<file path="src/rtl/alu3_ctrl_pkg.sv">
// Shared types and constants for the 3-bit ALU arbitration controller.
// Holds FSM states, op-code encodings, the settle counter width and the request bundle.
package alu3_ctrl_pkg;

    localparam int CNT_W = 4;

    localparam logic [1:0] OP_ADD = 2'b00;
    localparam logic [1:0] OP_AND = 2'b01;
    localparam logic [1:0] OP_XOR = 2'b10;
    localparam logic [1:0] OP_OR  = 2'b11;

    typedef enum logic [1:0] {
        ST_IDLE,
        ST_SETTLE,
        ST_CAPTURE,
        ST_RESP
    } state_t;

    typedef struct packed {
        logic [1:0] op;
        logic [2:0] a;
        logic [2:0] b;
        logic       sub;
    } req_t;

    // Ops with OP1 clear use the adder path, so carry-in, B-invert and overflow apply.
    function automatic logic is_arith(input logic [1:0] op);
        return op[1] == OP_ADD[1];
    endfunction

endpackage

</file>
<file path="src/rtl/alu3_rr_arb2.sv">
// Two-way round-robin arbiter: combinational grant from the valid pair, pointer moves on advance.
// Zero latency; a lone valid always wins, a tie goes to the pointer, which then flips to the loser.
module alu3_rr_arb2 (
    input  logic       clk,
    input  logic       rst,
    input  logic [1:0] valid,
    input  logic       advance,
    output logic [1:0] grant,
    output logic       idx
);

    logic ptr;

    always_comb begin
        idx = 1'b0;
        if (valid == 2'b11) begin
            idx = ptr;
        end else if (valid[1]) begin
            idx = 1'b1;
        end
        grant = 2'b00;
        if (valid != 2'b00) begin
            grant = idx ? 2'b10 : 2'b01;
        end
    end

    always_ff @(posedge clk or posedge rst) begin
        if (rst) begin
            ptr <= 1'b0;
        end else if (advance) begin
            ptr <= ~idx;
        end
    end

endmodule

</file>
<file path="src/rtl/alu3_arb_ctrl.sv">
// Arbitrates two requesters onto an external 3-bit ALU; response SETTLE_CYC+2 cycles after grant,
// held until rsp_ready, no new grant while in flight. ALU3_STICKY_OVF_EN adds sticky overflow + ovf_clr.
module alu3_arb_ctrl
    import alu3_ctrl_pkg::*;
#(
    parameter int SETTLE_CYC = 2
) (
    input  logic       clk,
    input  logic       rst,
    input  logic       r0_valid,
    input  logic       r1_valid,
    output logic       r0_ready,
    output logic       r1_ready,
    input  logic [1:0] r0_op,
    input  logic [1:0] r1_op,
    input  logic [2:0] r0_a,
    input  logic [2:0] r0_b,
    input  logic [2:0] r1_a,
    input  logic [2:0] r1_b,
    input  logic       r0_sub,
    input  logic       r1_sub,
    output logic [2:0] alu_a,
    output logic [2:0] alu_b,
    output logic [1:0] alu_op,
    output logic       alu_binv,
    output logic       alu_cin,
    output logic       alu_x,
    input  logic [2:0] alu_res,
    input  logic       alu_ovf,
    output logic       rsp_valid,
    input  logic       rsp_ready,
    output logic       rsp_id,
    output logic [2:0] rsp_res,
    output logic       rsp_ovf,
`ifdef ALU3_STICKY_OVF_EN
    input  logic       ovf_clr,
`endif
    output logic       status_ovf
);

    state_t           state, state_nxt;
    logic [CNT_W-1:0] cnt;
    logic [1:0]       grant;
    logic             gnt_idx;
    logic             gnt_id;
    logic             take;
    req_t             req_sel;

    alu3_rr_arb2 u_arb (
        .clk     (clk),
        .rst     (rst),
        .valid   ({r1_valid, r0_valid}),
        .advance (take),
        .grant   (grant),
        .idx     (gnt_idx)
    );

    // Reset also masks the handshake so ready reads 0 while rst is high.
    assign take     = (state == ST_IDLE) && (grant != 2'b00) && !rst;
    assign r0_ready = take & grant[0];
    assign r1_ready = take & grant[1];
    assign req_sel  = gnt_idx ? {r1_op, r1_a, r1_b, r1_sub} : {r0_op, r0_a, r0_b, r0_sub};
    assign rsp_valid = (state == ST_RESP);

    always_comb begin
        state_nxt = state;
        case (state)
            ST_IDLE:    if (take) state_nxt = ST_SETTLE;
            ST_SETTLE:  if (cnt == '0) state_nxt = ST_CAPTURE;
            ST_CAPTURE: state_nxt = ST_RESP;
            ST_RESP:    if (rsp_ready) state_nxt = ST_IDLE;
            default:    state_nxt = ST_IDLE;
        endcase
    end

    always_ff @(posedge clk or posedge rst) begin
        if (rst) begin
            state    <= ST_IDLE;
            cnt      <= '0;
            alu_a    <= '0;
            alu_b    <= '0;
            alu_op   <= '0;
            alu_binv <= 1'b0;
            alu_cin  <= 1'b0;
            alu_x    <= 1'b0;
            gnt_id   <= 1'b0;
            rsp_id   <= 1'b0;
            rsp_res  <= '0;
            rsp_ovf  <= 1'b0;
        end else begin
            state <= state_nxt;
            if (take) begin
                alu_a    <= req_sel.a;
                alu_b    <= req_sel.b;
                alu_op   <= req_sel.op;
                alu_x    <= is_arith(req_sel.op);
                alu_binv <= req_sel.sub & is_arith(req_sel.op);
                alu_cin  <= req_sel.sub & is_arith(req_sel.op);
                gnt_id   <= gnt_idx;
                cnt      <= CNT_W'(SETTLE_CYC - 1);
            end else if (state == ST_SETTLE && cnt != '0) begin
                cnt <= cnt - CNT_W'(1);
            end
            if (state == ST_CAPTURE) begin
                rsp_res <= alu_res;
                rsp_ovf <= alu_ovf & alu_x;
                rsp_id  <= gnt_id;
            end
        end
    end

`ifdef ALU3_STICKY_OVF_EN
    logic sticky_ovf;

    // Clear has priority over a same-cycle capture.
    always_ff @(posedge clk or posedge rst) begin
        if (rst) begin
            sticky_ovf <= 1'b0;
        end else if (ovf_clr) begin
            sticky_ovf <= 1'b0;
        end else if (state == ST_CAPTURE && alu_ovf && alu_x) begin
            sticky_ovf <= 1'b1;
        end
    end

    assign status_ovf = sticky_ovf;
`else
    assign status_ovf = rsp_ovf & rsp_valid;
`endif

endmodule

</file>
<file path="config.mk">
export PLATFORM = sky130hd
export DESIGN_NAME = alu3_arb_ctrl
export DESIGN_NICKNAME = d
export VERILOG_FILES = /design/src/rtl/alu3_ctrl_pkg.sv /design/src/rtl/alu3_rr_arb2.sv /design/src/rtl/alu3_arb_ctrl.sv
export SDC_FILE = /design/constraint.sdc
export NUM_CORES = 1
export LEC_CHECK = 0
export ABC_AREA = 1
export ABC_CLOCK_PERIOD_IN_PS = 1400
export BUFFER_PORTS_ARGS = -buffer_cell sky130_fd_sc_hd__buf_2
export CAP_MARGIN = 20
export CORE_ASPECT_RATIO = 1.25
export CORE_MARGIN = 1
export CORE_UTILIZATION = 43
export CTS_CLUSTER_SIZE = 8
export DETAILED_ROUTE_END_ITERATION = 16
export GPL_ROUTABILITY_DRIVEN = 0
export PLACE_DENSITY = 0.83
export SLEW_MARGIN = 10
export SYNTH_ARGS = -nofsm -noshare
export SYNTH_HDL_FRONTEND = slang
export SYNTH_SLANG_ARGS = --single-unit
</file>
<file path="constraint.sdc">
create_clock -name clk -period 1.4 [get_ports clk]
set_input_delay 0.21 -clock clk [delete_from_list [all_inputs] [get_ports clk]]
set_output_delay 0.21 -clock clk [all_outputs]
set_load 0.02 [all_outputs]
</file>
After elaboration in Yosys (flattened, before gate mapping)
Index checks and enable logic that the tools add are counted.
- $add $sub $neg: 1
- multipliers: 0
- div/mod/pow operators: 0
- $lt $le $gt $ge: 0
- equality and inequality tests: 7
- shifts and indexed selects: 0
- mux-type cells: 11
- bitwise gates (word level): 7
- reductions and logical operators: 11
- operators by type and width (kind ; number):
    two-way mux 2 bit ; 5
    two-way mux 9 bit ; 1
    two-way mux 4 bit ; 2
    case mux 2 bit (4 select lines) ; 1
    equality test 2 bit, second input constant ; 3
    nonzero test 2 bit ; 3
    AND 1 bit ; 5
    logical NOT 4 bit ; 1
    != test 2 bit, second input constant ; 2
    nonzero test 4 bit ; 1
    subtractor 4 x 1 -> 4 bit, second input constant ; 1
    logical AND 1 bit ; 3
    AND reduction 3 bit ; 1
    equality test 2 x 1 -> 1 bit, second input constant ; 1
    logical NOT 2 bit ; 1
    two-way mux 1 bit ; 2
    != test 2 x 1 -> 1 bit, second input constant ; 1
    inverter 1 bit ; 2
    logical NOT 1 bit ; 1
- bits in registers: 23
- latch bits: 0
- RAM bits: 0
- bits in read-only memories: 0
- bits of input ports: 27
- output and inout port bits: 20
- word-level logic and storage cells: 49
- memories: 0

Logic depth before layout (Yosys ltp)
- depth after elaboration: 9
- gate-level depth with buffers: 9
- mapped depth without buffers: 9

Cells and area by module
Synthesis repeated with hierarchy kept, for this count alone.
- cells, all modules: 164
- area total of the unflattened synthesis: 1357.6 µm²
- by module, submodules not included (module ; times used ; cells each ; area an instance (µm²) ; seq. area each (µm²)):
    alu3_arb_ctrl ; 1 ; 152 ; 1283.7 ; 550.5
    alu3_rr_arb2 ; 1 ; 12 ; 73.8 ; 25.0

Worst setup path before layout
OpenSTA, ideal clock, no wires.
- kind: register to output
- start: register state[0]
- end: output port r1_ready
- arrival time: 1.308 ns
- required time: 1.190 ns
- slack: -0.118 ns
- cell stages (with the launch flop): 7
- buffers on the path: 0
- cells stage by stage: dfrtp_1 > inv_1 > ha_1 > inv_1 > nor2_4 > o21ai_4 > nor2_1
- longest elaborated chain between the ends: 4
- ends and longest elaborated chain (item ; RTL line ; source):
    start, declared ; alu3_arb_ctrl.sv:41 ; state_t state, state_nxt;
    start signal, assigned ; alu3_arb_ctrl.sv:91 ; state <= state_nxt;
    logical NOT 2 bit ; alu3_arb_ctrl.sv:59 ; assign take = (state == ST_IDLE) && (grant != 2'b00) && !rst;
    logical AND 1 bit (2 in series) ; alu3_arb_ctrl.sv:59 ;
    AND 1 bit ; alu3_arb_ctrl.sv:61 ; assign r1_ready = take & grant[1];
    end, declared ; alu3_arb_ctrl.sv:13 ; output logic r1_ready,
No other way between the ends.

Final worst setup path
Same ends and word-level chain as after synthesis.

==> flow_summary_export.csv <==
group,metric,value,unit
status,outcome,"complete, but fails checks",
status,violations,"negative setup slack",
critical_path,setup.worst_path.class,"flip-flop to output pin",
critical_path,cpPeakStageDelay,410,ps
synth,ys_warn_count,0,
timing,slew_viol_final,0,
timing,setup_slack,-265,ps
min_path,min_path_type,"input port to flip-flop",
synth,synth_area_leader_cell,"dfrtp_1",
floorplanning,fp.dieW,49,µm
cts,htree_levels,1,
critical_path,crit_path_start_kind,"flip-flop",
critical_path,required,1190,ps
placed_design,dp_slack,17.5,ps
power,p_leak,0.940,nW
synth,syn_nets,171,
power,p_int,2.06,mW
synth,synth_cells,138,
critical_path,cpMaxStageDelayCell,"dfrtp_1",
timing,max_slew_margin,80.8,%
power,p_clk_share,8.1,%
synth,synth_cell_type_count,21,
power,p_sw,1.64,mW
critical_path,arrival,1450,ps
global_route,grt_max_degree,24,
synth,syn-cell-area,1190,µm²
critical_path,critical-path-top-delay-family,"flip-flops",
final_layout,antennaDiodeCount,0,
critical_path,crit_chain,"inv_2 -> ha_4 -> inv_2 -> nor2_4 -> o21ai_4 -> nor2_2 -> buf_6",
synth,ys_seq_area_share,48.5,%
global_route,antenna_found_initial,0,
power,p_per_area,2140,nW/µm²
cts,clock-sinks,23,
timing,rsz0062_at_grt,"true",
route,first_iter_violations,19,
final_layout,layout.nets,236,
route,routedWlPerCell,12.2,µm
critical_path,cp_max_fo,3,
critical_path,r2r_end,"alu_a[1]$_DFFE_PP0P_",
placed_design,portBuffers,46,
route,dr.pass1.iters,5,
cts,cts.path.max_buffers,2,
global_route,globalRouteTotalUtil,19.7,%
floorplanning,io_pins,47,
power,power_frac_seq,32.3,%
timing,hold_ws,102,ps
synth,yosys-top-cells-area,"dfrtp_1, nand2_1, nand3_1, ha_1, inv_1",
cts,insertion_delay,310,ps
placed_design,dp_cells,223,
timing,hold_viol,0,
min_path,worstHoldPathCells,3,
synth,ys.flop_type,"dfrtp_1",
synth,yosysMostFrequentCell,"nand2_1",
final_layout,fin_cells,235,
timing,final-setup-viol-count,20,
power,p_sw_share,44.3,%
route,vias_per_cell,4.97,
timing,finalCritPeriodShare,119,%
floorplanning,die_h,60.8,µm
critical_path,worstRegToRegCells,10,
min_path,worstHoldEndpoint,"alu_a[0]$_DFFE_PP0P_",
global_route,grt_pass1_vias,1060,
job,drv_cap,0,
synth,synth_commonest_cells,"nand2_1, dfrtp_1, nand3_1",
floorplanning,dieArea,2980,µm²
timing,fmax,601,MHz
route,routed_wl,2860,µm
critical_path,r2r_setup_slack,-130,ps
power,ir_drop,1.16,mV
timing,min_period,1660,ps
min_path,hp-start,"r0_a[0]",
route,drtAntennaViolNets,0,
global_route,grt_remaining_overflow,0,
cts,cts_tree,"yes",
synth,yosysTopAreaCellShare,48.5,%
synth,ys_ff_latch,23,
synth,synth-edff-count,0,
cts,cts_buffers,3,
floorplanning,start_util,47.0,%
timing,tightest_slew,289,ps
power,power,3.70,mW
critical_path,critPathMostFrequentCell,"inv_2",
critical_path,cp_num_buf_inv,3,
final_layout,fin_area,1730,µm²
final_layout,syn2layout_area_growth,45.6,%
cts,path_clk_slew,130,ps
route,remaining_drc_errors,0,
floorplanning,core_area,2530,µm²
placed_design,hpwl,1980,µm
cts,clockRootBuffer,"clkbuf_4",
critical_path,setup.worst_path.end_class,"output pin",
timing,finClkSkew,9.42,ps
synth,avgSynthCellArea,8.60,µm²
global_route,grt_pass1_wl,4370,µm
floorplanning,rows,20,
final_layout,fill_cells,204,
placed_design,post_dp_cell_area,1500,µm²
route,vias,1169,
power,p_comb_share,59.6,%
final_layout,drive_above_1_share,48.5,%
synth,async_reset_ff_share,100,%
critical_path,reg2reg_from,"state[0]$_DFFE_PP0P_",
through the flow:
step | TNS, ps | util (%)
2_1_floorplan | -142 | -
3_3_place_gp | 0 | 59.5
3_5_place_dp | 0 | 59.5
4_1_cts | -857 | 64.5
5_1_grt | -3180 | 68.4
6_report | -2260 | 68.4
tightest hold or removal path: stages:
cell and delay (ps):
buf_2 80, nand2_1 50, nand3_1 50
logic make-up (layout without fill, tap and decap cells):
logic type	Yosys count	count (layout)	share of synthesized area, %
DFF	23	23	48.5
adders and majority gates	6	6	6.32
xor gates and xnor gates	1	1	0.738
muxes	4	4	3.79
buffers and inverters	18	82	6.85
AOI/OAI and AO/OA	7	7	4.11
and+or+nand+nor	79	79	29.7
metal layers:
metal	vias to the layer above	GRT usage (%)	wire [µm]	part of all wire (%)
li1	569	-	-	-
met1	556	23.4	1180	41
met2	33	35.5	1520	53
met3	11	2.26	73	2.6
met4	0	10.9	86	3.0
met5	-	0	0	0
sequential cells by signal, indices dropped and copies added, names as in the netlist:
register   flops
alu_x          1
alu_cin        1
alu_a          3
rsp_res        3
alu_b          3
u_arb.ptr      1
state          2
rsp_ovf        1
rsp_id         1
gnt_id         1
alu_op         2
cnt            4
cell usage in the layout (no fill, tap or decap):
cell	instances
nand4_1	2
buf_2	42
dlygate4sd3_1	1
nor2_2	1
nand3_1	19
inv_2	5
or2_2	1
ha_1	3
a21oi_2	1
nand2_4	2
mux2_2	4
nor2_4	2
buf_4	12
dfrtp_1	23
nand3_2	3
o21bai_1	1
xor2_1	1
nand2_1	35
nor2_1	5
nand3b_1	1
inv_1	9
buf_8	1
o21ai_0	1
ha_4	3
a21oi_1	1
clkbuf_4	3
o21ai_1	2
nand2_2	8
buf_6	7
clkinv_2	1
o21ai_4	1
inv_4	1
power by group through the flow:
stage,Combinational (mW),Clock [mW],Sequential [mW]
after floorplan,0.967,0,1.43
after global placement,1.77,0,1.18
after detailed placement,1.79,0,1.18
after CTS,1.98,0.308,1.17
after global routing,2.42,0.344,1.23
final,2.21,0.299,1.19
worst max path at each step:
stage                                    start              endpoint  slack, ps  cells after the start
after floorplan           state[0]$_DFFE_PP0P_  alu_a[2]$_DFFE_PP0P_        -20                      8
after global placement    state[1]$_DFFE_PP0P_              r1_ready         40                      7
after detailed placement  state[0]$_DFFE_PP0P_              r1_ready         20                      7
after CTS                 state[1]$_DFFE_PP0P_              r1_ready       -280                      7
after global routing      state[0]$_DFFE_PP0P_              r1_ready       -320                      7
final                     state[0]$_DFFE_PP0P_              r1_ready       -260                      7
what timing repair did:
action | CTS | global route
hold buffers | 1 | 0
setup endpoints to repair | 4 | 20
pin swaps | 3 | 8
gates resized for setup | 17 | 24
endpoints found under the hold margin | 23 | 0
buffers inserted | 4 | 3
final cells by class:
| type | instances | area (µm²) | area share (%) |
|---|---|---|---|
| multi-input combinational | 97 | 622 | 36.0 |
| sequential | 23 | 576 | 33.3 |
| timing repair buffer | 63 | 404 | 23.4 |
| inverter | 15 | 58.8 | 3.40 |
| tap | 33 | 41.3 | 2.39 |
| clock buffer | 3 | 22.5 | 1.30 |
| clock inverter | 1 | 5.00 | 0.289 |
(Power assumes the default switching activity.)
